===== config.mk =====
export PLATFORM = sky130hd
export DESIGN_NAME = usb_speed_sequencer_flat
export DESIGN_NICKNAME = d
export VERILOG_FILES = /design/src/rtl/usb_speed_sequencer_if.sv /design/src/rtl/usb_speed_sequencer.sv /design/src/flat_wrapper.sv
export SDC_FILE = /design/constraint.sdc
export NUM_CORES = 1
export LEC_CHECK = 0
export CAP_MARGIN = 10
export CELL_PAD_IN_SITES_DETAIL_PLACEMENT = 1
export CELL_PAD_IN_SITES_GLOBAL_PLACEMENT = 1
export CORE_MARGIN = 1.5
export CORE_UTILIZATION = 42
export CTS_BUF_LIST = sky130_fd_sc_hd__clkbuf_8
export CTS_CLUSTER_DIAMETER = 40
export CTS_CLUSTER_SIZE = 40
export DETAILED_ROUTE_END_ITERATION = 8
export HOLD_SLACK_MARGIN = 0.08
export PLACE_DENSITY_LB_ADDON = 0.25
export SLEW_MARGIN = 20
export SYNTH_ARGS = -nofsm -noshare
export SYNTH_HDL_FRONTEND = slang
export SYNTH_SLANG_ARGS = --single-unit
export TNS_END_PERCENT = 1

===== constraint.sdc =====
create_clock -name cwusb_clk -period 4.8 [get_ports cwusb_clk]
set_input_delay 0.96 -clock cwusb_clk [delete_from_list [all_inputs] [get_ports cwusb_clk]]
set_output_delay 0.96 -clock cwusb_clk [all_outputs]
set_load 0.005 [all_outputs]

===== src/rtl/usb_speed_sequencer_if.sv =====
// Bus bundle between the USB speed sequencer and its controller.
// Latency: none, pure wiring; all timing lives in usb_speed_sequencer.
// Backpressure: none; I_start/I_abort are single-cycle pulses, status is level.
//
// Ports carried:
//   control in : I_start, I_abort, I_mode[1:0], I_timeout[pCOUNTER_WIDTH-1:0], I_max_retries[3:0]
//   detector   : detect_speed_i[1:0] (in), detect_restart_o (out)
//   status out : O_speed[1:0], O_busy, O_done, O_fail, O_retries[3:0], O_state[2:0]
// master = controller / testbench side, slave = sequencer side.

`ifndef USB_SPEED_AUTO
`define USB_SPEED_AUTO 2'b00
`endif
`ifndef USB_SPEED_LS
`define USB_SPEED_LS 2'b01
`endif
`ifndef USB_SPEED_FS
`define USB_SPEED_FS 2'b10
`endif
`ifndef USB_SPEED_HS
`define USB_SPEED_HS 2'b11
`endif

interface usb_speed_sequencer_if #(
    parameter int pCOUNTER_WIDTH = 24
);
    logic                      I_start;
    logic                      I_abort;
    logic [1:0]                I_mode;
    logic [pCOUNTER_WIDTH-1:0] I_timeout;
    logic [3:0]                I_max_retries;
    logic [1:0]                detect_speed_i;
    logic                      detect_restart_o;
    logic [1:0]                O_speed;
    logic                      O_busy;
    logic                      O_done;
    logic                      O_fail;
    logic [3:0]                O_retries;
    logic [2:0]                O_state;

    modport master (
        output I_start, I_abort, I_mode, I_timeout, I_max_retries, detect_speed_i,
        input  detect_restart_o, O_speed, O_busy, O_done, O_fail, O_retries, O_state
    );

    modport slave (
        input  I_start, I_abort, I_mode, I_timeout, I_max_retries, detect_speed_i,
        output detect_restart_o, O_speed, O_busy, O_done, O_fail, O_retries, O_state
    );
endinterface


===== src/rtl/usb_speed_sequencer.sv =====
// USB link speed sequencer: restarts the autodetector, waits for a result with timeout/retry, or forces a fixed speed.
// Latency: fixed speed -> DONE one cycle after I_start; autodetect -> RESTART(1) + SETTLE(pSETTLE) + WAIT(<= I_timeout+1) per attempt.
// Backpressure: none; inputs are sampled every cycle, I_abort beats I_start, status outputs are registered levels.
//
// Ports: cwusb_clk (rising edge), reset_i (synchronous, active-high), bus (usb_speed_sequencer_if.slave).
// Optional feature macro: USB_SPEED_SEQ_RETRY_EN -- when undefined, I_max_retries is ignored (treated as 0),
// the first timeout goes straight to FAIL, O_retries stays 0 and BACKOFF is never entered.

`ifndef USB_SPEED_AUTO
`define USB_SPEED_AUTO 2'b00
`endif

module usb_speed_sequencer #(
    parameter int pCOUNTER_WIDTH = 24,
    parameter int pSETTLE        = 8
) (
    input  logic                 cwusb_clk,
    input  logic                 reset_i,
    usb_speed_sequencer_if.slave bus
);

    typedef enum logic [2:0] {
        ST_IDLE    = 3'd0,
        ST_RESTART = 3'd1,
        ST_SETTLE  = 3'd2,
        ST_WAIT    = 3'd3,
        ST_BACKOFF = 3'd4,
        ST_DONE    = 3'd5,
        ST_FAIL    = 3'd6
    } state_t;

    localparam int              pSW          = (pSETTLE > 1) ? $clog2(pSETTLE) : 1;
    localparam logic [pSW-1:0]  pSETTLE_LAST = pSW'(pSETTLE - 1);

    state_t                    r_state;
    logic [pCOUNTER_WIDTH-1:0] r_timer;
    logic [pSW-1:0]            r_settle;
    logic [3:0]                r_retries;
    logic [1:0]                r_speed;
    logic                      r_restart;
    logic                      r_busy;
    logic                      r_done;
    logic                      r_fail;

    logic [3:0]                w_max_retries;
    logic                      w_result;

`ifdef USB_SPEED_SEQ_RETRY_EN
    assign w_max_retries = bus.I_max_retries;
`else
    // Retries disabled: compare against zero so every timeout is final.
    logic w_unused_max_retries;
    assign w_max_retries        = 4'd0;
    assign w_unused_max_retries = ^bus.I_max_retries;
`endif

    assign w_result = (bus.detect_speed_i != `USB_SPEED_AUTO);

    // Status flags {busy, done, fail} for the state being entered, so they
    // change on the same edge as O_state.
    function automatic logic [2:0] f_flags(input state_t s);
        case (s)
            ST_RESTART, ST_SETTLE, ST_WAIT, ST_BACKOFF: f_flags = 3'b100;
            ST_DONE:                                     f_flags = 3'b010;
            ST_FAIL:                                     f_flags = 3'b001;
            default:                                     f_flags = 3'b000;
        endcase
    endfunction

    always_ff @(posedge cwusb_clk) begin
        if (reset_i) begin
            r_state   <= ST_IDLE;
            r_timer   <= '0;
            r_settle  <= '0;
            r_retries <= 4'd0;
            r_speed   <= `USB_SPEED_AUTO;
            r_restart <= 1'b0;
            {r_busy, r_done, r_fail} <= 3'b000;
        end else begin
            // Restart is a strobe: only the transitions into RESTART raise it.
            r_restart <= 1'b0;

            if (bus.I_abort) begin
                // Speed and retry count are left as-is for post-mortem reads.
                r_state <= ST_IDLE;
                {r_busy, r_done, r_fail} <= f_flags(ST_IDLE);
            end else if (bus.I_start) begin
                r_retries <= 4'd0;
                if (bus.I_mode == `USB_SPEED_AUTO) begin
                    r_state   <= ST_RESTART;
                    r_restart <= 1'b1;
                    r_speed   <= `USB_SPEED_AUTO;
                    {r_busy, r_done, r_fail} <= f_flags(ST_RESTART);
                end else begin
                    // Forced speed: no detector involvement at all.
                    r_state <= ST_DONE;
                    r_speed <= bus.I_mode;
                    {r_busy, r_done, r_fail} <= f_flags(ST_DONE);
                end
            end else begin
                case (r_state)
                    ST_IDLE, ST_DONE, ST_FAIL: begin
                        // Hold until the next start/abort.
                    end

                    ST_RESTART: begin
                        r_state  <= ST_SETTLE;
                        r_settle <= '0;
                        {r_busy, r_done, r_fail} <= f_flags(ST_SETTLE);
                    end

                    // Detector output is untrustworthy right after a restart.
                    ST_SETTLE: begin
                        if (r_settle == pSETTLE_LAST) begin
                            r_state <= ST_WAIT;
                            r_timer <= '0;
                            {r_busy, r_done, r_fail} <= f_flags(ST_WAIT);
                        end else begin
                            r_settle <= r_settle + 1'b1;
                        end
                    end

                    // A result seen on the timeout cycle still wins.
                    ST_WAIT: begin
                        if (w_result) begin
                            r_state <= ST_DONE;
                            r_speed <= bus.detect_speed_i;
                            {r_busy, r_done, r_fail} <= f_flags(ST_DONE);
                        end else if (r_timer == bus.I_timeout) begin
                            if (r_retries < w_max_retries) begin
                                r_state   <= ST_BACKOFF;
                                r_retries <= r_retries + 4'd1;
                                {r_busy, r_done, r_fail} <= f_flags(ST_BACKOFF);
                            end else begin
                                r_state <= ST_FAIL;
                                r_speed <= `USB_SPEED_AUTO;
                                {r_busy, r_done, r_fail} <= f_flags(ST_FAIL);
                            end
                        end else begin
                            r_timer <= r_timer + 1'b1;
                        end
                    end

                    ST_BACKOFF: begin
                        r_state   <= ST_RESTART;
                        r_restart <= 1'b1;
                        {r_busy, r_done, r_fail} <= f_flags(ST_RESTART);
                    end

                    // Unused encoding 7 recovers to IDLE.
                    default: begin
                        r_state <= ST_IDLE;
                        {r_busy, r_done, r_fail} <= f_flags(ST_IDLE);
                    end
                endcase
            end
        end
    end

    assign bus.detect_restart_o = r_restart;
    assign bus.O_speed          = r_speed;
    assign bus.O_busy           = r_busy;
    assign bus.O_done           = r_done;
    assign bus.O_fail           = r_fail;
    assign bus.O_retries        = r_retries;
    assign bus.O_state          = r_state;

endmodule


===== src/flat_wrapper.sv =====
// flat-port wrapper written by rule: the top's interface ports become plain ports
module usb_speed_sequencer_flat 
#(
    parameter int pCOUNTER_WIDTH = 24,
    parameter int pSETTLE        = 8
)
  (cwusb_clk, reset_i, bus_I_start, bus_I_abort, bus_I_mode, bus_I_timeout, bus_I_max_retries, bus_detect_speed_i, bus_detect_restart_o, bus_O_speed, bus_O_busy, bus_O_done, bus_O_fail, bus_O_retries, bus_O_state);
  usb_speed_sequencer_if #(.pCOUNTER_WIDTH(pCOUNTER_WIDTH)) bus_i ();
  input  logic cwusb_clk;
  input  logic reset_i;
  input wire logic [$bits(bus_i.I_start)-1:0] bus_I_start;
  input wire logic [$bits(bus_i.I_abort)-1:0] bus_I_abort;
  input wire logic [$bits(bus_i.I_mode)-1:0] bus_I_mode;
  input wire logic [$bits(bus_i.I_timeout)-1:0] bus_I_timeout;
  input wire logic [$bits(bus_i.I_max_retries)-1:0] bus_I_max_retries;
  input wire logic [$bits(bus_i.detect_speed_i)-1:0] bus_detect_speed_i;
  output wire logic [$bits(bus_i.detect_restart_o)-1:0] bus_detect_restart_o;
  output wire logic [$bits(bus_i.O_speed)-1:0] bus_O_speed;
  output wire logic [$bits(bus_i.O_busy)-1:0] bus_O_busy;
  output wire logic [$bits(bus_i.O_done)-1:0] bus_O_done;
  output wire logic [$bits(bus_i.O_fail)-1:0] bus_O_fail;
  output wire logic [$bits(bus_i.O_retries)-1:0] bus_O_retries;
  output wire logic [$bits(bus_i.O_state)-1:0] bus_O_state;
  assign bus_i.I_start = bus_I_start;
  assign bus_i.I_abort = bus_I_abort;
  assign bus_i.I_mode = bus_I_mode;
  assign bus_i.I_timeout = bus_I_timeout;
  assign bus_i.I_max_retries = bus_I_max_retries;
  assign bus_i.detect_speed_i = bus_detect_speed_i;
  assign bus_detect_restart_o = bus_i.detect_restart_o;
  assign bus_O_speed = bus_i.O_speed;
  assign bus_O_busy = bus_i.O_busy;
  assign bus_O_done = bus_i.O_done;
  assign bus_O_fail = bus_i.O_fail;
  assign bus_O_retries = bus_i.O_retries;
  assign bus_O_state = bus_i.O_state;
  usb_speed_sequencer #(.pCOUNTER_WIDTH(pCOUNTER_WIDTH), .pSETTLE(pSETTLE)) u_core (.cwusb_clk(cwusb_clk), .reset_i(reset_i), .bus(bus_i));
endmodule

==> results.json, run 1 <==
{
  "ys_seq_area_share_pct": 30.5,
  "avgSynthCellArea_um2": 7.93,
  "numCtsBuffers": 5,
  "path_class": "in2reg",
  "dr.pass1.iters": 4,
  "ys_ff_latch": 36,
  "status": "finished, final reports clean",
  "period_needed_ns": 3.20,
  "cts_buffer_depth": 2,
  "grt_pass1_wl_mm": 11.6,
  "boundaryPins": 49,
  "insertion_delay_ns": 0.30,
  "path_max_fanout": 13,
  "p_leak_uw": 0.00108,
  "drc_errors": 0,
  "dp_hpwl_mm": 5.18,
  "synth_warnings": 0,
  "r2r_start": "u_core.r_timer[9]$_SDFFE_PP0P_",
  "hold_path_end": "u_core.bus.O_fail$_SDFFE_PP0P_",
  "arrival_ns": 3.41,
  "worst_pin_slew_ns": 0.911,
  "die_x_um": 78.0,
  "reg2reg_to": "u_core.r_timer[12]$_SDFFE_PP0P_",
  "grt_max_degree": 33,
  "synth_top_area_cell": "dfxtp_1",
  "irDropWorstVdd_mv": 0.147,
  "min-delay-start": "u_core.bus.O_fail$_SDFFE_PP0P_",
  "setup_tns_ns": 0,
  "hp-class": "reg2reg",
  "clk_pin_slew_ns": 0.08,
  "tritoncts": "done",
  "reg2regPathDepth": 6,
  "start_util_pct": 43.2,
  "slew_headroom_pct": 38.8,
  "synth_cells": 298,
  "antenna_found_initial": 0,
  "post_drt_wl_per_cell_um": 17.3,
  "drtAntennaViolNets": 0,
  "max_stage_delay_ns": 0.77,
  "drt-total-wl_mm": 7.05,
  "grt_pass1_vias": 2372,
  "slowest_stage": "o21ai_1",
  "finClkSkew_ns": 0.0104,
  "overflow": 0,
  "slew_viol_final": 0,
  "cp-end-kind": "register",
  "rsz0062_at_grt": "false",
  "synth_edf_count": 0,
  "setup_violations": 0,
  "final_util_pct": 52.8,
  "cts_root_buffer": "clkbuf_8",
  "cts.sinks": 36,
  "rows": 27,
  "required_ns": 5.01,
  "drive_gt1_share_pct": 7.16,
  "maxCapViolations": 0,
  "nets": 373,
  "h-tree-depth": 2,
  "multi_input_area_um2": 1560,
  "die_area_um2": 6080,
  "coreArea_um2": 5470,
  "cp-start-kind": "input port",
  "r2r_slack_ns": 2.26,
  "async_flop_share_pct": 0,
  "synth_ff_type": "dfxtp_1",
  "holdBufCountCts": 0,
  "grt_usage_pct": 23.9,
  "die_h_um": 78.0,
  "regArea_um2": 721,
  "netlist_area_um2": 2360,
  "antenna-diode-count": 0,
  "vias": 2430,
  "fillers": 696,
  "place.gp.congestion": 0.807,
  "drt_iter0_drc": 166,
  "cts_setup_buffers": 0,
  "synth_area_leaders": "dfxtp_1 31%, xor2_1 8.9%, o21ai_0 5.7%, nand2_1 4.1%, nor2_1 3.7%",
  "routed_via_density": 5.97,
  "ys_types": 55,
  "cellPowerDensity_nw_per_um2": 215,
  "area_growth_pct": 22.4,
  "path_cells": "clkdlybuf4s50_1 > xor2_1 > nor4_2 > nand4_1 > o21ai_1 > nand2b_1 > a22oi_1",
  "cts_resized": 0,
  "period_share_pct": 66.6,
  "synth_top_area_share_pct": 30.5,
  "whs_path_depth": 2,
  "fmax_ghz": 0.313,
  "io_buffers": 40,
  "final_hold_viol_count": 0
}
cells in the final DEF (no fill, tap or decap), drive strengths merged, types with 3 or more instances in the layout:
cell type	n
nand3b	4
nand3	13
mux2i	3
nor2	24
nor4	8
conb	4
o31ai	8
a21oi	14
xor2	24
clkbuf	6
nand4	6
inv	4
nand2b	4
a211oi	6
and3	9
nor3	7
o21ai	28
ha	3
nor2b	12
and4	3
a22oi	3
dfxtp	36
a31oi	7
clkdlybuf4s50	40
nand2	26
registers in the layout, indices dropped and copies added (netlist names):
| signal | flops |
|---|---|
| u_core.bus.O_busy | 1 |
| u_core.bus.O_done | 1 |
| u_core.r_settle | 3 |
| u_core.bus.O_state | 3 |
| u_core.r_timer | 24 |
| u_core.bus.O_fail | 1 |
| u_core.bus.O_speed | 2 |
| u_core.bus.detect_restart_o | 1 |
worst max-delay path by stage:
stage / cells past startpoint / slack [ns] / endpoint / from
detailed placement: 7 / 1.35 / u_core.r_timer[14]$_SDFFE_PP0P_ / bus_I_timeout[4]
finish: 7 / 1.60 / u_core.r_timer[12]$_SDFFE_PP0P_ / bus_I_timeout[7]
CTS: 7 / 1.61 / u_core.r_timer[14]$_SDFFE_PP0P_ / bus_I_timeout[4]
global placement: 7 / 1.34 / u_core.r_timer[14]$_SDFFE_PP0P_ / bus_I_timeout[3]
floorplan: 6 / 2.39 / u_core.bus.O_speed[0]$_SDFFE_PP0P_ / bus_I_timeout[16]
global route: 7 / 1.44 / u_core.r_timer[12]$_SDFFE_PP0P_ / bus_I_timeout[6]
metal layers:
metal / share of wire [%] / track usage (%) / routed length, um / up-vias
met1: 46 / 30.7 / 3220 / 1188
met4: 1.6 / 6.96 / 112 / 0
met3: 4.9 / 3.53 / 342 / 10
li1: - / - / - / 1158
met2: 48 / 41.1 / 3370 / 74
met5: 0 / 0 / 0 / -
worst max-delay path: cells and delay by family:
kind            cells  cell delay, ns
compound gates      2            1.03
buf+inv             1            0.42
simple gates        3            0.86
xor+xnor            1            0.15
cell usage after synthesis, types with 6 or more instances:
cell,n
a21oi_1,14
a31oi_1,7
and3_1,9
clkbuf_1,8
dfxtp_1,36
nand2_1,26
nand3_1,13
nand4_1,6
nor2_1,23
nor2b_1,12
nor3_1,7
nor4_2,6
o21ai_0,27
o31ai_1,8
xor2_1,24
where the power goes:
part	switching, uW	total [uW]	internal (uW)
registers	5.18	307	302
clock network	121	236	115
logic	33.9	77.3	43.4
cell type report:
cell class	count	area share [%]
multi-input cells	245	53.9
clock buffers	6	2.86
flip-flops and latches	36	24.9
well taps	72	3.12
clock inverters	2	0.346
repair buffers	42	14.4
inverters	4	0.519
metrics by stage:
stage	std cells	worst slack, ns	power (uW)	instance area [um2]	hold WS [ns]
final	407	1.60	621	2890	0.473
after global placement	399	1.34	390	2800	0.472
after floorplan	301	2.39	349	2370	0.450
after CTS	407	1.61	624	2890	0.484
after detailed placement	399	1.35	392	2800	0.467
after global routing	407	1.44	646	2890	0.496
cell families (layout without fill, tap and decap cells):
logic type,count (synthesis),in the layout,share of synthesized area [%]
xor gates and xnor gates,24,24,8.90
other,1,4,0.159
buffers and inverters,20,54,4.02
muxes,5,5,2.54
DFF,36,36,30.5
adders and majority gates,3,3,1.59
AOI/OAI and AO/OA,81,81,21.7
and+or+nand+nor,128,128,30.6
Power figures use the tool's default switching activity.
==> run 2: changes to the inputs <==
--- a/config.mk
+++ b/config.mk
@@ -9,7 +9,7 @@
 export CELL_PAD_IN_SITES_DETAIL_PLACEMENT = 1
 export CELL_PAD_IN_SITES_GLOBAL_PLACEMENT = 1
 export CORE_MARGIN = 1.5
-export CORE_UTILIZATION = 42
+export CORE_UTILIZATION = 39
 export CTS_BUF_LIST = sky130_fd_sc_hd__clkbuf_8
 export CTS_CLUSTER_DIAMETER = 40
 export CTS_CLUSTER_SIZE = 40
==> constraint.sdc (replaced) <==
create_clock -name cwusb_clk -period 3.3 [get_ports cwusb_clk]
set_input_delay 0.66 -clock cwusb_clk [delete_from_list [all_inputs] [get_ports cwusb_clk]]
set_output_delay 0.66 -clock cwusb_clk [all_outputs]
set_load 0.005 [all_outputs]
==> results.json, run 2 (synthesized netlist as in run 1, its figures left out) <==
{
  "antenna-diode-count": 0,
  "finClkSkew_ns": 0.00317,
  "period_needed_ns": 2.65,
  "dr.pass1.iters": 4,
  "cp-start-kind": "input port",
  "dp_hpwl_mm": 5.44,
  "status": "finished, final reports clean",
  "wl_met3_um": 213,
  "final_cell_mix": "40 x clkdlybuf4s50_1, 36 x dfxtp_1, 27 x o21ai_0",
  "drive_gt1_share_pct": 8.21,
  "setup_tns_ns": 0,
  "required_ns": 3.51,
  "cts_buffer_depth": 2,
  "placed_area_um2": 2850,
  "irDropWorstVdd_mv": 0.137,
  "largest_reg_flops": 24,
  "coreArea_um2": 5890,
  "cts_setup_buffers": 0,
  "grt_pass1_vias": 2418,
  "final_util_pct": 49.9,
  "cts_resized": 0,
  "grt_pass1_wl_mm": 11.9,
  "numCtsBuffers": 5,
  "cellPowerDensity_nw_per_um2": 305,
  "rows": 28,
  "arrival_ns": 2.85,
  "drc_errors": 0,
  "hp-class": "reg2reg",
  "fmax_ghz": 0.378,
  "wl_met2_mm": 3.52,
  "path_max_fanout": 14,
  "nets": 379,
  "slew_viol_final": 0,
  "overflow": 0,
  "cts_root_buffer": "clkbuf_8",
  "area_growth_pct": 24.4,
  "grt_max_degree": 32,
  "top_layer_used": "met4",
  "regMostFlops": "u_core.r_timer",
  "vias": 2399,
  "place.gp.congestion": 0.879,
  "finalPower_uw": 895,
  "rsz0062_at_grt": "false",
  "die_h_um": 80.8,
  "final_hold_viol_count": 0,
  "die_x_um": 80.8,
  "drt-total-wl_mm": 7.29,
  "start_util_pct": 40.1,
  "layout_commonest_cell": "clkdlybuf4s50_1",
  "fin_area_um2": 2940,
  "antenna_found_initial": 0,
  "tritoncts": "done",
  "drt_iter0_drc": 162,
  "p_leak_uw": 0.00111,
  "holdBufCountCts": 0,
  "period_share_pct": 80.2,
  "h-tree-depth": 2,
  "grt_usage_pct": 23.7,
  "path_class": "in2reg",
  "clk_pin_slew_ns": 0.07,
  "cp-end-kind": "register",
  "maxCapViolations": 0,
  "cts.sinks": 36,
  "die_area_um2": 6530,
  "boundaryPins": 49,
  "pre_cts_ws_ns": 0.380,
  "setup_violations": 0,
  "insertion_delay_ns": 0.29,
  "routed_via_density": 5.77,
  "met1_length_mm": 3.40,
  "post_drt_wl_per_cell_um": 17.5,
  "fin_ws_ns": 0.654,
  "drtAntennaViolNets": 0,
  "io_buffers": 40
}
## run 2: area by class of cell
type                            count  area [um2]
Timing Repair Buffer               48         460
Clock inverter                      2        7.51
Clock buffer                        6        82.6
Inverter                            4        15.0
Tap cell                           75        93.8
Sequential cell                    36         721
Fill cell                         737        2950
Multi-Input combinational cell    245        1560
## run 2: layer usage
layer | vias up | GRT usage [%]
met5 | - | 0
met4 | 0 | 8.45
met3 | 17 | 3.93
met2 | 55 | 39.8
met1 | 1161 | 30.4
li1 | 1166 | -
## run 2: final timing paths
path                                       start                            endpoint  slack, ns  cells past startpoint
setup / recovery               bus_I_timeout[22]  u_core.bus.O_state[2]$_SDFFE_PP0P_       0.65                      7
hold / removal    u_core.bus.O_fail$_SDFFE_PP0P_      u_core.bus.O_fail$_SDFFE_PP0P_       0.48                      2
setup reg to reg  u_core.r_timer[9]$_SDFFE_PP0P_  u_core.bus.O_state[2]$_SDFFE_PP0P_       1.04                      6
hold reg to reg   u_core.bus.O_fail$_SDFFE_PP0P_      u_core.bus.O_fail$_SDFFE_PP0P_       0.48                      2
## run 2: where the power goes
group | internal, uW | leakage [uW] | switching, uW
clock | 165 | 0.0000538 | 169
sequential | 439 | 0.000291 | 7.62
combinational | 63.2 | 0.000769 | 51.0
total | 667 | 0.00111 | 228
## run 2: critical path: stages
cell	delay, ns
clkdlybuf4s50_1	0.41
xor2_1	0.15
nor4_2	0.42
and2_2	0.28
nand2_1	0.32
a221o_1	0.41
a21boi_0	0.19
## run 2: per-stage QoR
stage / instances / hold WS [ns]
after detailed placement: 408 / 0.465
after CTS: 416 / 0.484
after floorplan: 301 / 0.450
final: 416 / 0.481
after global placement: 408 / 0.468
after global routing: 416 / 0.506
